$ cat config.mk
export PLATFORM = sky130hd
export DESIGN_NAME = mdio_master
export DESIGN_NICKNAME = d
export VERILOG_FILES = /design/src/rtl/mdio_master.sv
export SDC_FILE = /design/constraint.sdc
export NUM_CORES = 1
export LEC_CHECK = 0
export ABC_AREA = 1
export CORE_MARGIN = 2
export CORE_UTILIZATION = 40
export CTS_CLUSTER_DIAMETER = 60
export DETAILED_ROUTE_END_ITERATION = 16
export DONT_BUFFER_PORTS = 1
export PLACE_DENSITY = 0.62
export SYNTH_ARGS = -nofsm -noshare
export SYNTH_HDL_FRONTEND = slang
export SYNTH_SLANG_ARGS = --single-unit
$ cat constraint.sdc
create_clock -name clk -period 1.7 [get_ports clk]
set_input_delay 0.17 -clock clk [delete_from_list [all_inputs] [get_ports clk]]
set_output_delay 0.17 -clock clk [all_outputs]
set_load 0.05 [all_outputs]
$ cat src/rtl/mdio_master.sv
// MDIO management master: runs one Clause 22 / Clause 45 frame per accepted
// command and returns exactly one response. The MDIO pad is split into o/oe/i.
module mdio_master #(
  parameter int CLK_DIV      = 25,
  parameter int PREAMBLE_LEN = 32,
  parameter bit SUPPORT_C45  = 1'b1
) (
  input  logic        clk,
  input  logic        resetn,
  input  logic        cmd_valid,
  output logic        cmd_ready,
  input  logic [1:0]  cmd_op,
  input  logic        cmd_c45,
  input  logic [4:0]  cmd_phy_adr,
  input  logic [4:0]  cmd_reg_adr,
  input  logic [15:0] cmd_data,
  input  logic        preamble_suppress,
  output logic        rsp_valid,
  input  logic        rsp_ready,
  output logic [15:0] rsp_data,
  output logic        rsp_err,
  output logic        busy,
  output logic        mdc,
  output logic        mdio_o,
  output logic        mdio_oe,
  input  logic        mdio_i
);

  // Handshakes (cmd and rsp): a transfer happens on a rising clk edge where
  // valid && ready; the offering side holds valid and its payload until then.

  localparam int DIV_W = (CLK_DIV > 1) ? $clog2(CLK_DIV) : 1;

  typedef enum logic [2:0] {S_IDLE, S_PRE, S_HDR, S_TA, S_DATA, S_RESP} state_t;

  state_t           state, state_nxt;
  logic [5:0]       slot, slot_nxt;
  logic [DIV_W-1:0] div_cnt;
  logic [1:0]       op_q;
  logic             c45_q;
  logic [4:0]       phy_q, reg_q;
  logic [15:0]      wdata_q, rd_q;
  logic [5:0]       pre_len_q, pre_len_cmd;
  logic             err_q;
  logic [1:0]       sync_q;
  logic             accept, c45_eff, illegal, framing, half_end, rise, slot_end, is_read;
  logic [13:0]      hdr;

  assign cmd_ready   = (state == S_IDLE);
  assign accept      = cmd_valid && cmd_ready;
  assign c45_eff     = SUPPORT_C45 && cmd_c45;
  assign illegal     = !c45_eff && (cmd_op == 2'b00 || cmd_op == 2'b11);
  assign pre_len_cmd = preamble_suppress ? 6'd0 : 6'(PREAMBLE_LEN);
  assign framing     = state inside {S_PRE, S_HDR, S_TA, S_DATA};
  assign half_end    = framing && (div_cnt == DIV_W'(CLK_DIV - 1));
  assign rise        = half_end && !mdc;
  assign slot_end    = half_end && mdc;
  assign is_read     = op_q[1];
  assign hdr         = {1'b0, !c45_q, op_q, phy_q, reg_q};

  assign busy      = (state != S_IDLE);
  assign rsp_valid = (state == S_RESP);
  assign rsp_data  = rd_q;
  assign rsp_err   = err_q;

  always_ff @(posedge clk or negedge resetn) begin
    if (!resetn) begin
      state <= S_IDLE;
      slot  <= '0;
    end else begin
      state <= state_nxt;
      slot  <= slot_nxt;
    end
  end

  always_comb begin
    state_nxt = state;
    slot_nxt  = slot;
    unique case (state)
      S_IDLE: if (accept) begin
        slot_nxt = '0;
        if (illegal)                  state_nxt = S_RESP;
        else if (pre_len_cmd == 6'd0) state_nxt = S_HDR;
        else                          state_nxt = S_PRE;
      end
      S_PRE: if (slot_end) begin
        if (slot == pre_len_q - 6'd1) begin state_nxt = S_HDR; slot_nxt = '0; end
        else slot_nxt = slot + 6'd1;
      end
      S_HDR: if (slot_end) begin
        if (slot == 6'd13) begin state_nxt = S_TA; slot_nxt = '0; end
        else slot_nxt = slot + 6'd1;
      end
      S_TA: if (slot_end) begin
        if (slot == 6'd1) begin state_nxt = S_DATA; slot_nxt = '0; end
        else slot_nxt = slot + 6'd1;
      end
      S_DATA: if (slot_end) begin
        if (slot == 6'd15) begin state_nxt = S_RESP; slot_nxt = '0; end
        else slot_nxt = slot + 6'd1;
      end
      S_RESP: if (rsp_ready) state_nxt = S_IDLE;
      default: state_nxt = S_IDLE;
    endcase
  end

  // Pad drive is a pure decode of the slot position, so it only changes at slot starts.
  always_comb begin
    mdio_o  = 1'b1;
    mdio_oe = 1'b0;
    unique case (state)
      S_PRE: mdio_oe = 1'b1;
      S_HDR: begin
        mdio_oe = 1'b1;
        mdio_o  = hdr[4'd13 - slot[3:0]];
      end
      S_TA: if (!is_read) begin
        mdio_oe = 1'b1;
        mdio_o  = (slot[0] == 1'b0);
      end
      S_DATA: if (!is_read) begin
        mdio_oe = 1'b1;
        mdio_o  = wdata_q[4'd15 - slot[3:0]];
      end
      default: ;
    endcase
  end

  always_ff @(posedge clk or negedge resetn) begin
    if (!resetn) begin
      div_cnt   <= '0;
      mdc       <= 1'b0;
      op_q      <= '0;
      c45_q     <= 1'b0;
      phy_q     <= '0;
      reg_q     <= '0;
      wdata_q   <= '0;
      pre_len_q <= '0;
      rd_q      <= '0;
      err_q     <= 1'b0;
      sync_q    <= 2'b11;
    end else begin
      sync_q <= {sync_q[0], mdio_i};
      if (accept) begin
        div_cnt   <= '0;
        mdc       <= 1'b0;
        op_q      <= cmd_op;
        c45_q     <= c45_eff;
        phy_q     <= cmd_phy_adr;
        reg_q     <= cmd_reg_adr;
        wdata_q   <= cmd_data;
        pre_len_q <= pre_len_cmd;
        rd_q      <= '0;
        err_q     <= illegal;
      end else if (framing) begin
        if (half_end) begin
          div_cnt <= '0;
          mdc     <= !mdc;
        end else begin
          div_cnt <= div_cnt + 1'b1;
        end
        // The PHY's bit has been stable for a full half-period when mdc rises.
        if (rise && is_read) begin
          if (state == S_TA && slot == 6'd1) err_q <= err_q | sync_q[1];
          if (state == S_DATA)               rd_q  <= {rd_q[14:0], sync_q[1]};
        end
      end
    end
  end

endmodule

# Word level (Yosys, flattened, before mapping)
# Cells that the tools add are included.
[classes] add_sub_neg=5 n_lt_le_gt_ge=2 n_eq_ne=21 muxes=47 n_bitwise=2 reduce_logical=29
[op_table] operator="16-bit 2-to-1 mux" count=4
[op_table] operator="6-bit 2-to-1 mux" count=10
[op_table] operator="3-bit 2-to-1 mux" count=11
[op_table] operator="6-bit one-hot mux with 5 select lines" count=1
[op_table] operator="3-bit one-hot mux with 6 select lines" count=1
[op_table] operator="5-bit 2-to-1 mux" count=3
[op_table] operator="6-bit by 4-bit == test with 1-bit output, second input constant" count=2
[op_table] operator="1-bit 2-to-1 mux" count=12
[op_table] operator="2-bit by 1-bit inequality test with 1-bit output, second input constant" count=6
[op_table] operator="4-bit by 5-bit less-than comparator with 1-bit output, second input constant" count=2
[op_table] operator="10-bit AND reduction" count=1
[op_table] operator="2-bit nonzero test" count=5
[op_table] operator="1-bit binary-select mux with 4-bit select" count=2
[op_table] operator="2-bit inequality test, second input constant" count=4
[op_table] operator="4-bit subtractor, first input constant" count=2
[op_table] operator="1-bit logical AND" count=7
[op_table] operator="6-bit by 1-bit adder with 6-bit output, second input constant" count=1
[op_table] operator="3-bit by 2-bit == test with 1-bit output, second input constant" count=2
[op_table] operator="3-bit == test, second input constant" count=2
[op_table] operator="6-bit by 1-bit == test with 1-bit output, second input constant" count=1
[op_table] operator="6-bit == test" count=1
[op_table] operator="6-bit logical NOT" count=1
[op_table] operator="3-bit AND reduction" count=2
[op_table] operator="6-bit AND reduction" count=1
[op_table] operator="19 further kinds" count=22
[totals] reg_bits=69 output_inout_bits=23

# Logic depth before layout (Yosys ltp)
[logic_depth] word_depth=8 mapped_depth=10 depth_no_buf=10

# Least setup slack after synthesis
# No wires, ideal clock.
[synth_path] path_kind="flip-flop to output port" startpoint="register state[1]" endpoint="output port mdio_oe" arrival_ps=1925 required_time_ps=1530 path_slack_ps=-395 path_stages_with_launch=6 path_buffers=0 path_cell_list="dfrtp_1 > nor2_2 > nand2_2 > nand2_2 > inv_2 > o21ai_0"
[synth_between] elab_chain_cells=3 word_cells_on_any_way=7 classes_between="eq/ne (4); mux (1); reduce/logical (2)"
[synth_rtl] element="from (decl)" line="36" source="state_t state, state_nxt;"
[synth_rtl] element="from (signal assigned)" line="71" source="state <= state_nxt;"
[synth_rtl] element="3-bit by 2-bit == test with 1-bit output (tied with other cells)" line="111" source="unique case (state)"
[synth_rtl] element="2-bit OR reduction (no line)"
[synth_rtl] element="1-bit one-hot mux with 2 select lines *" line="111"
[synth_rtl] element="to (decl)" line="25" source="output logic mdio_oe,"
# Mark *: on every way between the ends. The rest lies on a longest branch, timed or not.

# Worst setup path in the final report
[layout_path] startpoint="register slot[1]" endpoint="output port mdio_o"
[layout_between] elab_chain_cells=5 word_cells_on_any_way=8 classes_between="add/sub (2); mux (6)"
[layout_rtl] element="from (decl)" line="37" source="logic [5:0] slot, slot_nxt;"
[layout_rtl] element="from (signal assigned)" line="72" source="slot <= slot_nxt;"
[layout_rtl] element="4-bit subtractor" line="123" source="mdio_o = wdata_q[4'd15 - slot[3:0]];"
[layout_rtl] element="1-bit binary-select mux with 4-bit select" line="123"
[layout_rtl] element="1-bit 2-to-1 mux (implied by the code)" line="123"
[layout_rtl] element="1-bit 2-to-1 mux" line="121" source="S_DATA: if (!is_read) begin"
[layout_rtl] element="1-bit one-hot mux with 3 select lines *" line="111"
[layout_rtl] element="to (decl)" line="24" source="output logic mdio_o,"
# Mark *: on every way between the ends. The rest lies on a longest branch, timed or not. The select of a mux whose other input is x is not followed.

==> flow_summary_export.csv <==
group,metric,value,unit
yosys,syn_area_per_cell,7.83,um2
hold_path,min_path_cells,2,
floorplan,start_util,41.3,%
worst_setup_path,worstRegToRegCells,10,
finish,stdcell_count,655,
run_status,violations,"setup timing",
yosys,synthCells,462,
yosys,syn_area,3620,um2
clocking,cts-root-buf,"clkbuf_8",
placed_design,dp_slack,0.00979,ns
timing,hold_viol_final,0,
worst_setup_path,crit_arrival,1.82,ns
floorplan,die_w,99.1,um
worst_setup_path,crit_buf_inv,2,
finish,n_antenna_cell,0,
routing,dr.first_iter.drc_count,119,
clocking,insertion_delay,0.34,ns
yosys,ys_types,29,
routing,ant_nets,0,
global_route,grt_pass1_wl,14.3,mm
worst_setup_path,path_depth,8,
power_and_ir_drop,p_leak,2.34,nW
finish,final_common_cell,"nand2_1",
placed_design,place_area,3910,um2
timing,clock_skew,0.0122,ns
floorplan,core,8760,um2
timing,tightest_slew,0.556,ns
timing,finalMaxSlewViolations,0,
worst_setup_path,crit_slowest_cell,"dfrtp_2",
finish,design_area,4830,um2
finish,drive_above_1_share,27.6,%
placed_design,place_congestion,0.798,
power_and_ir_drop,power,7.48,mW
job,cap_viol_max_count,0,
yosys,yosys_register_bits,64,
finish,fin_nets,583,
yosys,yosysWarnings,0,
worst_setup_path,cp_top_family,"flip-flops",
timing,fmax,502,MHz
timing,period_share,117,%
global_route,overflow,0,
worst_setup_path,crit_fanout,5,
worst_setup_path,worstPathRequired,1.53,ns
placed_design,place_hpwl,5.82,mm
placed_design,placed_cells,582,
clocking,cts.path.max_buffers,2,
finish,final_cell_mix,"nand2_1 (154), dfrtp_1 (57), buf_4 (41)",
floorplan,die_h,99.1,um
hold_path,worstHoldPathType,"input pin to register",
worst_setup_path,path_class,"register to output pin",
timing,maxSlewHeadroom,62.9,%
clocking,cts_tree,"yes",
power_and_ir_drop,max-vdd-ir-drop,0.566,mV
clocking,cts.sinks,64,
routing,wirelength,8.77,mm
timing,period_needed,1.99,ns
yosys,syn_nets,503,
worst_setup_path,end_kind,"output pin",
floorplan,io_pins,58,
global_route,grtUsageTotal,17.9,%
run_status,status,"finished, violations left",
finish,nFillCells,802,
timing,rsz0062_at_grt,"true",
routing,wl_per_cell,13.4,um
timing,final-setup-viol-count,3,
global_route,grt_pass1_vias,3126,
finish,fin_util,55.1,%
worst_setup_path,crit_top_cell,"a21oi_1",
finish,syn2layout_area_growth,33.5,%
worst_setup_path,cpPeakStageDelay,0.47,ns
floorplan,row_count,34,
routing,route.vias.total,3228,
clocking,numCtsBuffers,9,
power_and_ir_drop,power.density,1550,nW/um2
clocking,path_clk_slew,0.08,ns
worst_setup_path,cp-start-kind,"register",
timing,fin_ws,-0.294,ns
global_route,antenna_found_initial,0,
clocking,cts_max_level,3,
routing,avgViaCountPerCell,4.93,
worst_setup_path,path_cells,"buf_6 -> ha_4 -> xor2_2 -> a21oi_1 -> a21oi_1 -> nand2_1 -> nand3_2 -> buf_12",
floorplan,dieArea,9820,um2
routing,drtPass1Iterations,4,
placed_design,portBuffers,0,
yosys,yosysSeqAreaShare,44.3,%
global_route,grt_max_degree,65,
routing,drc,0,
[cell families (layout without fill, tap and decap cells)]
logic type / count (synthesis) / after routing / share of synthesized area (%)
compound gates: 60 / 60 / 10.4
buf+inv: 70 / 155 / 8.58
flops: 64 / 64 / 44.3
xor+xnor: 5 / 5 / 1.21
simple gates: 257 / 257 / 33.4
fa+ha+maj: 6 / 6 / 2.07
[state kept, by name, indices dropped and copies added, names as in the netlist]
| register | flops |
|---|---|
| c45_q | 1 |
| div_cnt | 5 |
| mdc | 1 |
| op_q | 2 |
| phy_q | 5 |
| pre_len_q | 1 |
| reg_q | 5 |
| rsp_data | 16 |
| rsp_err | 1 |
| slot | 6 |
| state | 3 |
| sync_q | 2 |
| wdata_q | 16 |
[per-stage QoR]
step	hold WS, ns	setup TNS [ns]
after floorplan	-0.126	-0.452
after global placement	-0.124	-0.0107
after detailed placement	-0.124	0
after CTS	0.00196	-0.295
after global routing	0.0274	-1.87
final	0.00710	-0.344
[metal layers]
layer / track usage (%) / part of all wire (%)
met5: 0 / 0
met4: 5.16 / 1.1
met3: 4.50 / 3.4
met2: 29.9 / 50
met1: 23.2 / 46
[cell usage after synthesis]
| cell | n | area [um2] |
|---|---|---|
| a21oi_1 | 4 | 20.0 |
| buf_2 | 14 | 70.1 |
| buf_6 | 4 | 45.0 |
| clkbuf_1 | 1 | 3.75 |
| clkinv_1 | 2 | 7.51 |
| dfrtp_1 | 62 | 1550 |
| dfstp_2 | 2 | 52.6 |
| ha_1 | 6 | 75.1 |
| inv_1 | 41 | 154 |
| inv_2 | 8 | 30.0 |
| nand2_1 | 154 | 578 |
| nand2_2 | 7 | 43.8 |
| nand2_4 | 1 | 11.3 |
| nand3_1 | 34 | 170 |
| nand3_2 | 16 | 160 |
| nand3_4 | 1 | 17.5 |
| nand4_1 | 11 | 68.8 |
| nor2_1 | 27 | 101 |
| nor2_2 | 1 | 6.26 |
| nor2_4 | 2 | 22.5 |
| nor2_8 | 1 | 20.0 |
| nor3_1 | 2 | 10.0 |
| o211ai_1 | 3 | 22.5 |
| o21a_1 | 1 | 7.51 |
| o21ai_0 | 15 | 75.1 |
| o21ai_1 | 19 | 95.1 |
| o21ai_2 | 17 | 149 |
| o22ai_1 | 1 | 6.26 |
| xor2_1 | 5 | 43.8 |
[layout make-up]
type                       count  area [um2]  area share, %
multi-input combinational    328        1820           37.6
sequential                    64        1610           33.3
clock inverter                 6        46.3          0.958
timing repair buffer          88         886           18.3
tap                          108         135           2.80
clock buffer                  10         128           2.64
inverter                      51         208           4.30
[path summary, 6_finish.rpt]
kind	startpoint	slack [ns]	endpoint
worst max-delay path	slot[1]$_DFFE_PN0P_	-0.29	mdio_o
worst min-delay path	cmd_op[1]	0.007	op_q[1]$_DFFE_PN0P_
worst max register to register	state[0]$_DFFE_PN0P_	0	rsp_data[15]$_DFFE_PN0P_
worst min register to register	sync_q[0]$_DFF_PN1_	0.36	sync_q[1]$_DFF_PN1_
max in group asynchronous	resetn	1.02	sync_q[1]$_DFF_PN1_
min in group asynchronous	resetn	0.35	wdata_q[9]$_DFFE_PN0P_
[where the power goes]
group / internal, mW / switching, mW / leakage [nW] / total [mW]
Clock: 0.534 / 0.641 / 0.0824 / 1.18
Sequential: 1.99 / 0.371 / 0.823 / 2.36
Combinational: 1.62 / 2.32 / 1.44 / 3.94
[timing repair]
item	in CTS	in global routing
hold endpoints to repair	93	0
gates cloned	0	4
resized for setup	19	28
buffers inserted	9	13
pin swaps	3	16
setup endpoints to repair	2	40
hold buffers	31	0
Note: power is estimated with default switching activity, not from simulation.
